--- src/rtl/if_stage_if.sv ---
// Instruction-memory fetch bus between the IF stage (master) and the memory (slave).
interface if_stage_if #(
  parameter int PC_WIDTH   = 15,
  parameter int DATA_WIDTH = 16
);
  logic                  imem_req;
  logic [PC_WIDTH-1:0]   imem_addr;
  logic                  imem_ready;
  logic [DATA_WIDTH-1:0] imem_rdata;

  modport master (output imem_req, imem_addr, input imem_ready, imem_rdata);
  modport slave  (input imem_req, imem_addr, output imem_ready, imem_rdata);
endinterface

--- src/rtl/if_stage.sv ---
// Instruction fetch stage: PC, one-entry stall buffer and the IF/ID register.
// Define IF_PERF_CNT_EN to add the saturating perf_stall_cnt output.
module if_stage #(
  parameter int PC_WIDTH   = 15,
  parameter int DATA_WIDTH = 16,
  parameter int RESET_PC   = 0
) (
  input  logic                  clk,
  input  logic                  reset,
  input  logic                  stall,
  input  logic                  flush,
  input  logic                  redirect_valid,
  input  logic [PC_WIDTH-1:0]   redirect_pc,
  if_stage_if.master            imem,
  output logic                  id_valid,
  output logic [PC_WIDTH-1:0]   id_pc,
  output logic [DATA_WIDTH-1:0] id_instr
`ifdef IF_PERF_CNT_EN
  , output logic [15:0]         perf_stall_cnt
`endif
);

  typedef enum logic {FETCH = 1'b0, HOLD = 1'b1} state_t;

  state_t                state, state_nxt;
  logic [PC_WIDTH-1:0]   pc;
  logic [DATA_WIDTH-1:0] buf_instr;

  // State register
  always_ff @(posedge clk or negedge reset) begin
    if (!reset) state <= FETCH;
    else        state <= state_nxt;
  end

  // Next state: flush freezes the FSM so the discarded fetch is simply retried
  always_comb begin
    state_nxt = state;
    if (redirect_valid)  state_nxt = FETCH;
    else if (!flush) begin
      case (state)
        FETCH: if (imem.imem_ready && stall) state_nxt = HOLD;
        HOLD:  if (!stall)                   state_nxt = FETCH;
        default:                             state_nxt = FETCH;
      endcase
    end
  end

  // Outputs: the address is the PC, which only moves on accept or redirect
  always_comb begin
    imem.imem_req  = (state == FETCH);
    imem.imem_addr = pc;
  end

  always_ff @(posedge clk or negedge reset) begin
    if (!reset) begin
      pc        <= PC_WIDTH'(RESET_PC);
      buf_instr <= '0;
      id_valid  <= 1'b0;
      id_pc     <= '0;
      id_instr  <= '0;
    end else if (redirect_valid) begin
      pc        <= redirect_pc;
      buf_instr <= '0;
      id_valid  <= 1'b0;
      id_instr  <= '0;
    end else if (flush) begin
      id_valid  <= 1'b0;
      id_pc     <= '0;
      id_instr  <= '0;
    end else if (stall) begin
      if (state == FETCH && imem.imem_ready) buf_instr <= imem.imem_rdata;
    end else if (state == HOLD) begin
      id_valid  <= 1'b1;
      id_pc     <= pc;
      id_instr  <= buf_instr;
      pc        <= pc + PC_WIDTH'(1);
    end else if (imem.imem_ready) begin
      id_valid  <= 1'b1;
      id_pc     <= pc;
      id_instr  <= imem.imem_rdata;
      pc        <= pc + PC_WIDTH'(1);
    end else begin
      id_valid  <= 1'b0;
    end
  end

`ifdef IF_PERF_CNT_EN
  always_ff @(posedge clk or negedge reset) begin
    if (!reset)
      perf_stall_cnt <= '0;
    else if ((state == HOLD || (state == FETCH && !imem.imem_ready)) &&
             perf_stall_cnt != 16'hFFFF)
      perf_stall_cnt <= perf_stall_cnt + 16'd1;
  end
`endif

endmodule

--- src/flat_wrapper.sv ---
// flat-port wrapper written by rule: the top's interface ports become plain ports
module if_stage_flat 
#(
  parameter int PC_WIDTH   = 15,
  parameter int DATA_WIDTH = 16,
  parameter int RESET_PC   = 0
)
  (clk, reset, stall, flush, redirect_valid, redirect_pc, id_valid, id_pc, id_instr, imem_imem_req, imem_imem_addr, imem_imem_ready, imem_imem_rdata);
  if_stage_if #(.PC_WIDTH(PC_WIDTH), .DATA_WIDTH(DATA_WIDTH)) imem_i ();
  input  logic clk;
  input  logic reset;
  input  logic stall;
  input  logic flush;
  input  logic redirect_valid;
  input  logic [PC_WIDTH-1:0] redirect_pc;
  output logic id_valid;
  output logic [PC_WIDTH-1:0] id_pc;
  output logic [DATA_WIDTH-1:0] id_instr;
  output wire logic [$bits(imem_i.imem_req)-1:0] imem_imem_req;
  output wire logic [$bits(imem_i.imem_addr)-1:0] imem_imem_addr;
  input wire logic [$bits(imem_i.imem_ready)-1:0] imem_imem_ready;
  input wire logic [$bits(imem_i.imem_rdata)-1:0] imem_imem_rdata;
  assign imem_imem_req = imem_i.imem_req;
  assign imem_imem_addr = imem_i.imem_addr;
  assign imem_i.imem_ready = imem_imem_ready;
  assign imem_i.imem_rdata = imem_imem_rdata;
  if_stage #(.PC_WIDTH(PC_WIDTH), .DATA_WIDTH(DATA_WIDTH), .RESET_PC(RESET_PC)) u_core (.clk(clk), .reset(reset), .stall(stall), .flush(flush), .redirect_valid(redirect_valid), .redirect_pc(redirect_pc), .imem(imem_i), .id_valid(id_valid), .id_pc(id_pc), .id_instr(id_instr));
endmodule
--- config.mk ---
export PLATFORM = sky130hd
export DESIGN_NAME = if_stage_flat
export DESIGN_NICKNAME = d
export VERILOG_FILES = /design/src/rtl/if_stage_if.sv /design/src/rtl/if_stage.sv /design/src/flat_wrapper.sv
export SDC_FILE = /design/constraint.sdc
export NUM_CORES = 1
export LEC_CHECK = 0
export ABC_CLOCK_PERIOD_IN_PS = 3230
export CAP_MARGIN = 20
export CELL_PAD_IN_SITES_DETAIL_PLACEMENT = 1
export CELL_PAD_IN_SITES_GLOBAL_PLACEMENT = 1
export CORE_ASPECT_RATIO = 1.2
export CORE_UTILIZATION = 39
export DETAILED_ROUTE_END_ITERATION = 16
export PLACE_DENSITY = 0.91
export RECOVER_POWER = 100
export SETUP_SLACK_MARGIN = 0.5
export SLEW_MARGIN = 30
export SYNTH_ARGS = -nofsm -noshare
export SYNTH_HDL_FRONTEND = slang
export SYNTH_SLANG_ARGS = --single-unit
--- constraint.sdc ---
create_clock -name clk -period 3.23 [get_ports clk]
set_input_delay 0.646 -clock clk [delete_from_list [all_inputs] [get_ports clk]]
set_output_delay 0.646 -clock clk [all_outputs]
set_load 0.005 [all_outputs]
# --- Word level (Yosys, flattened, before mapping) ---
# Cells that the tools add are included.
word_totals:
  register_bits: 64
  output_inout_bits: 48
  wordCells: 52
classes:
  add_sub_neg: 1
  n_eq_ne: 4
  n_mux: 28
  bitwise_logic: 2
  n_reduce_logical: 11
ops:
  columns: ["operator", "n"]
  rows:
  - ["$mux 16", 9]
  - ["$mux 15", 9]
  - ["$add 15x1->15 const B", 1]
  - ["$mux 1", 9]
  - ["$reduce_and 3->1", 3]
  - ["$ne 2x1->1 const B", 3]
  - ["$reduce_bool 3->1", 2]
  - ["$reduce_bool 2->1", 2]
  - ["$reduce_bool 4->1", 1]
  - ["$ne 3x1->1 const B", 1]
  - ["$logic_and 1x1->1", 2]
  - ["$not 1->1", 2]
  - ["$pmux 1 s2", 1]
  - ["$reduce_and 2->1", 1]

# --- Logic depth before layout (Yosys ltp) ---
depth:
  word_depth: 6
  mapped_depth: 7
  depth_no_buf: 5

# --- Worst setup path before layout ---
# Ideal clock, no wire load.
synth_path:
  kind: "input port to flip-flop"
  from: "input flush"
  to: "register u_core.pc[9], in the netlist u_core.imem.imem_addr[9]"
  setup_ps: 69
  arrival_time_ps: 1921
  required_ps: 3161
  setup_slack_ps: 1240
  stages: 7
  n_path_buf: 3
  cell_sequence: "clkbuf_1 > or2_2 > buf_2 > nor2_1 > buf_2 > nand3b_1 > nand3_1"
synth_via:
  elab_chain_len: 2
synth_rtl:
  columns: ["item", "line", "source"]
  rows:
  - ["start: declaration", "flat_wrapper.sv:13", "input logic flush;"]
  - ["$ne 2x1->1 (no source line)", null, null]
  - ["$reduce_and 3->1 (no source line)", null, null]
  - ["end signal: assignment", "if_stage.sv:56", "pc <= PC_WIDTH'(RESET_PC);"]
  - ["end signal: assignment", "if_stage.sv:62", "pc <= redirect_pc;"]
  - ["end signal: assignment", "if_stage.sv:76", "pc <= pc + PC_WIDTH'(1);"]
  - ["end: declaration", "if_stage.sv:26", "logic [PC_WIDTH-1:0] pc;"]
# No other way between the ends.
# A chain may end at the register's enable or synchronous reset.

# --- Final worst setup path ---
layout_path:
  from: "register u_core.state"
  to: "output imem_imem_req"
layout_via:
  elab_chain_len: 1
layout_rtl:
  columns: ["item", "line", "source"]
  rows:
  - ["start: declaration", "if_stage.sv:25", "state_t state, state_nxt;"]
  - ["start signal: assignment", "if_stage.sv:32", "else state <= state_nxt;"]
  - ["$not 1->1", "if_stage.sv:50", "imem.imem_req = (state == FETCH);"]
  - ["end: declaration", "flat_wrapper.sv:19", "output wire logic [$bits(imem_i.imem_req)-1:0] imem_imem_req;"]
# No other way between the ends.

==> results.sh <==
export IMPL_core_area_um2=7270
export IMPL_syn_area_um2=2940
export IMPL_power_total_mw=1.76
export IMPL_vias=2527
export IMPL_wl_per_cell_um=17.5
export IMPL_grt_start_max_net_pins=37
export IMPL_critical_path_class="reg2out"
export IMPL_ir_drop_mv=0.241
export IMPL_die_w_um=81.2
export IMPL_ant_nets=0
export IMPL_cts_made_buffers=9
export IMPL_violations="capacitance limit, slew limit"
export IMPL_worst_hold_slack_ps=499
export IMPL_final_cell_mix="dfrtp_1 (64), dlygate4sd3_1 (50), nand2_1 (49)"
export IMPL_antenna_cells=0
export IMPL_ys_warn_count=0
export IMPL_firstDrtPassIters=4
export IMPL_slew_headroom_pct=-30.9
export IMPL_synth_fa_ha_area_share_pct=0.426
export IMPL_io_buffers=84
export IMPL_synth_xor_area_share_pct=2.09
export IMPL_timing_fmax_mhz=393
export IMPL_final_min_clock_period_ps=2550
export IMPL_crit_chain="clkbuf_2 -> inv_1 -> clkdlybuf4s50_1"
export IMPL_syn_num_nets=324
export IMPL_synth_top_area_cell="dfrtp_1"
export IMPL_cts_hold_buf=0
export IMPL_outcome="finished with violations"
export IMPL_crit_path_max_incr_delay_ps=540
export IMPL_finalWirelength_um=8080
export IMPL_async_reset_ff_share_pct=100
export IMPL_critPathCaptureType="primary output"
export IMPL_cts_setup_buffers=0
export IMPL_synth_distinct_cells=41
export IMPL_synth_top_family_by_area="compound AO/OA/AOI/OAI gates"
export IMPL_setup_violations=0
export IMPL_cp_max_fo=19
export IMPL_antenna_found_initial=0
export IMPL_fp_dieH_um=97.1
export IMPL_final_common_cell="dfrtp_1"
export IMPL_cts_tree="yes"
export IMPL_gp_congestion=0.841
export IMPL_cts_root_buf="clkbuf_8"
export IMPL_tightest_slew_ps=1960
export IMPL_powerDensity_nw_per_um2=441
export IMPL_seq_area_frac_synth_pct=54.5
export IMPL_synthMuxAreaShare_pct=6.18
export IMPL_clock_skew_ps=4.34
export IMPL_drv_cap=1
export IMPL_hold_path_class="reg2reg"
export IMPL_final_setup_tns_ps=0
export IMPL_rows=34
export IMPL_syn_avg_cell_area_um2=10.3
export IMPL_crit_family="buffers and inverters"
export IMPL_synth_edff_count=0
export IMPL_grt_overflow=0
export IMPL_die_area_um2=7890
export IMPL_power_leakage_nw=1.73
export IMPL_htreeDepth=3
export IMPL_cts_buffer_depth=2
export IMPL_maxSlewViolCount=37
export IMPL_final_period_utilization_pct=78.8
export IMPL_arrival_ps=1900
export IMPL_slowest_stage="clkdlybuf4s50_1"
export IMPL_drc=0
export IMPL_drt_iter0_markers=86
export IMPL_area_growth_pct=35.9
export IMPL_via_per_inst=5.47
export IMPL_pin_count=85
export IMPL_synthTopCellsByArea="dfrtp_1 (55%), nand2_1 (6.3%), mux2i_1 (5.8%)"
export IMPL_grt_pass1_vias=2675
export IMPL_synth_simple_area_share_pct=16.2
export IMPL_cts_resized=0
export IMPL_cp_required_ps=2580
export IMPL_synthCells=286
export IMPL_synth_top_area_share_pct=54.5
export IMPL_clk_pin_slew_worst_paths_ps=70
export IMPL_synth_seq_cells=64
export IMPL_clock_latency_ps=350
export IMPL_place_hpwl_um=5900
export IMPL_crit_path_start_kind="register"
export IMPL_initial_core_util_pct=40.4
export IMPL_path_buf_inv=3
export IMPL_gr_usage_all_layers_pct=22.4
export IMPL_layout_drive_gt1_share_pct=6.72
export IMPL_ys_flop_type="dfrtp_1"
export IMPL_placed_cells=448
export IMPL_synth_compound_area_share_pct=17.2
export IMPL_nets=407
export IMPL_rsz0062_at_grt="false"
export IMPL_fin_cells=462
export IMPL_hold_violations=0
export IMPL_grt_pass1_wl_um=13200
export IMPL_cts_sinks=64
sequential cells by signal, summed over array words and instances, names as in the netlist:
| name | flops |
|---|---|
| u_core.id_instr | 16 |
| u_core.id_valid | 1 |
| u_core.id_pc | 15 |
| u_core.imem.imem_addr | 15 |
| u_core.state | 1 |
| u_core.buf_instr | 16 |
logic make-up (layout without fill, tap and decap cells):
logic type	count (synthesis)	count (layout)
xor+xnor	7	7
simple gates	101	101
compound gates	71	71
mux	18	18
flops	64	64
fa+ha+maj	1	1
buf+inv	24	110
area by class of cell:
type	instances	area, um^2
clock buffer	13	149
clock inverter	1	5.00
fill	817	3280
inverter	5	18.8
multi-input combinational	198	1220
sequential	64	1600
tap	90	113
timing repair buffer	91	881
routing by layer:
metal / track usage [%] / part of all wire (%) / vias to the layer above
met3: 4.79 / 4.7 / 10
li1: - / - / 1187
met5: 0 / 0 / -
met2: 38.8 / 53 / 66
met1: 27.0 / 41 / 1264
met4: 7.42 / 1.3 / 0
per-stage QoR:
stage	area (um^2)	setup WS, ps	utilization, %
6_report	3990	684	54.9
5_1_grt	3990	407	54.9
2_1_floorplan	2940	1240	-
4_1_cts	4020	877	55.2
3_5_place_dp	3860	624	53.1
3_3_place_gp	3860	683	53.0
synthesized netlist by cell type (3+ instances only):
master and count:
o31ai_1 3, xnor2_1 4, xor2_1 3, dfrtp_1 64, clkbuf_1 14, nor4_1 4, o21ai_0 7, a31oi_1 3
nor2_1 21, nand3_1 7, inv_1 5, a22o_1 15, a21oi_1 18, nand2_1 49, mux2i_1 17, a211oi_1 16
or4_1 5
worst register-to-register path: stages (launching register included):
cell	delay, ps
dfrtp_1	350
clkbuf_2	500
o21ba_1	340
nand3_1	190
or4_1	500
a31oi_1	180
power by group:
| part | total (mW) | leakage, nW | switching [mW] | internal [mW] |
|---|---|---|---|---|
| Combinational | 0.279 | 0.805 | 0.132 | 0.147 |
| Sequential | 0.897 | 0.848 | 0.0489 | 0.848 |
| Clock | 0.583 | 0.0794 | 0.292 | 0.290 |
| Total | 1.76 | 1.73 | 0.473 | 1.29 |
final timing paths:
check / start / to / slack [ps] / cells after the start
max: u_core.state / imem_imem_req / 680 / 3
min: u_core.id_pc[11] / u_core.id_pc[11] / 500 / 1
max reg2reg: u_core.state / u_core.imem.imem_addr[12] / 1090 / 5
min reg2reg: u_core.id_pc[11] / u_core.id_pc[11] / 500 / 1
max in group asynchronous: reset / u_core.buf_instr[3] / 860 / 2
min in group asynchronous: reset / u_core.id_pc[3] / 850 / 1
Note: power is estimated with default switching activity, not from simulation.
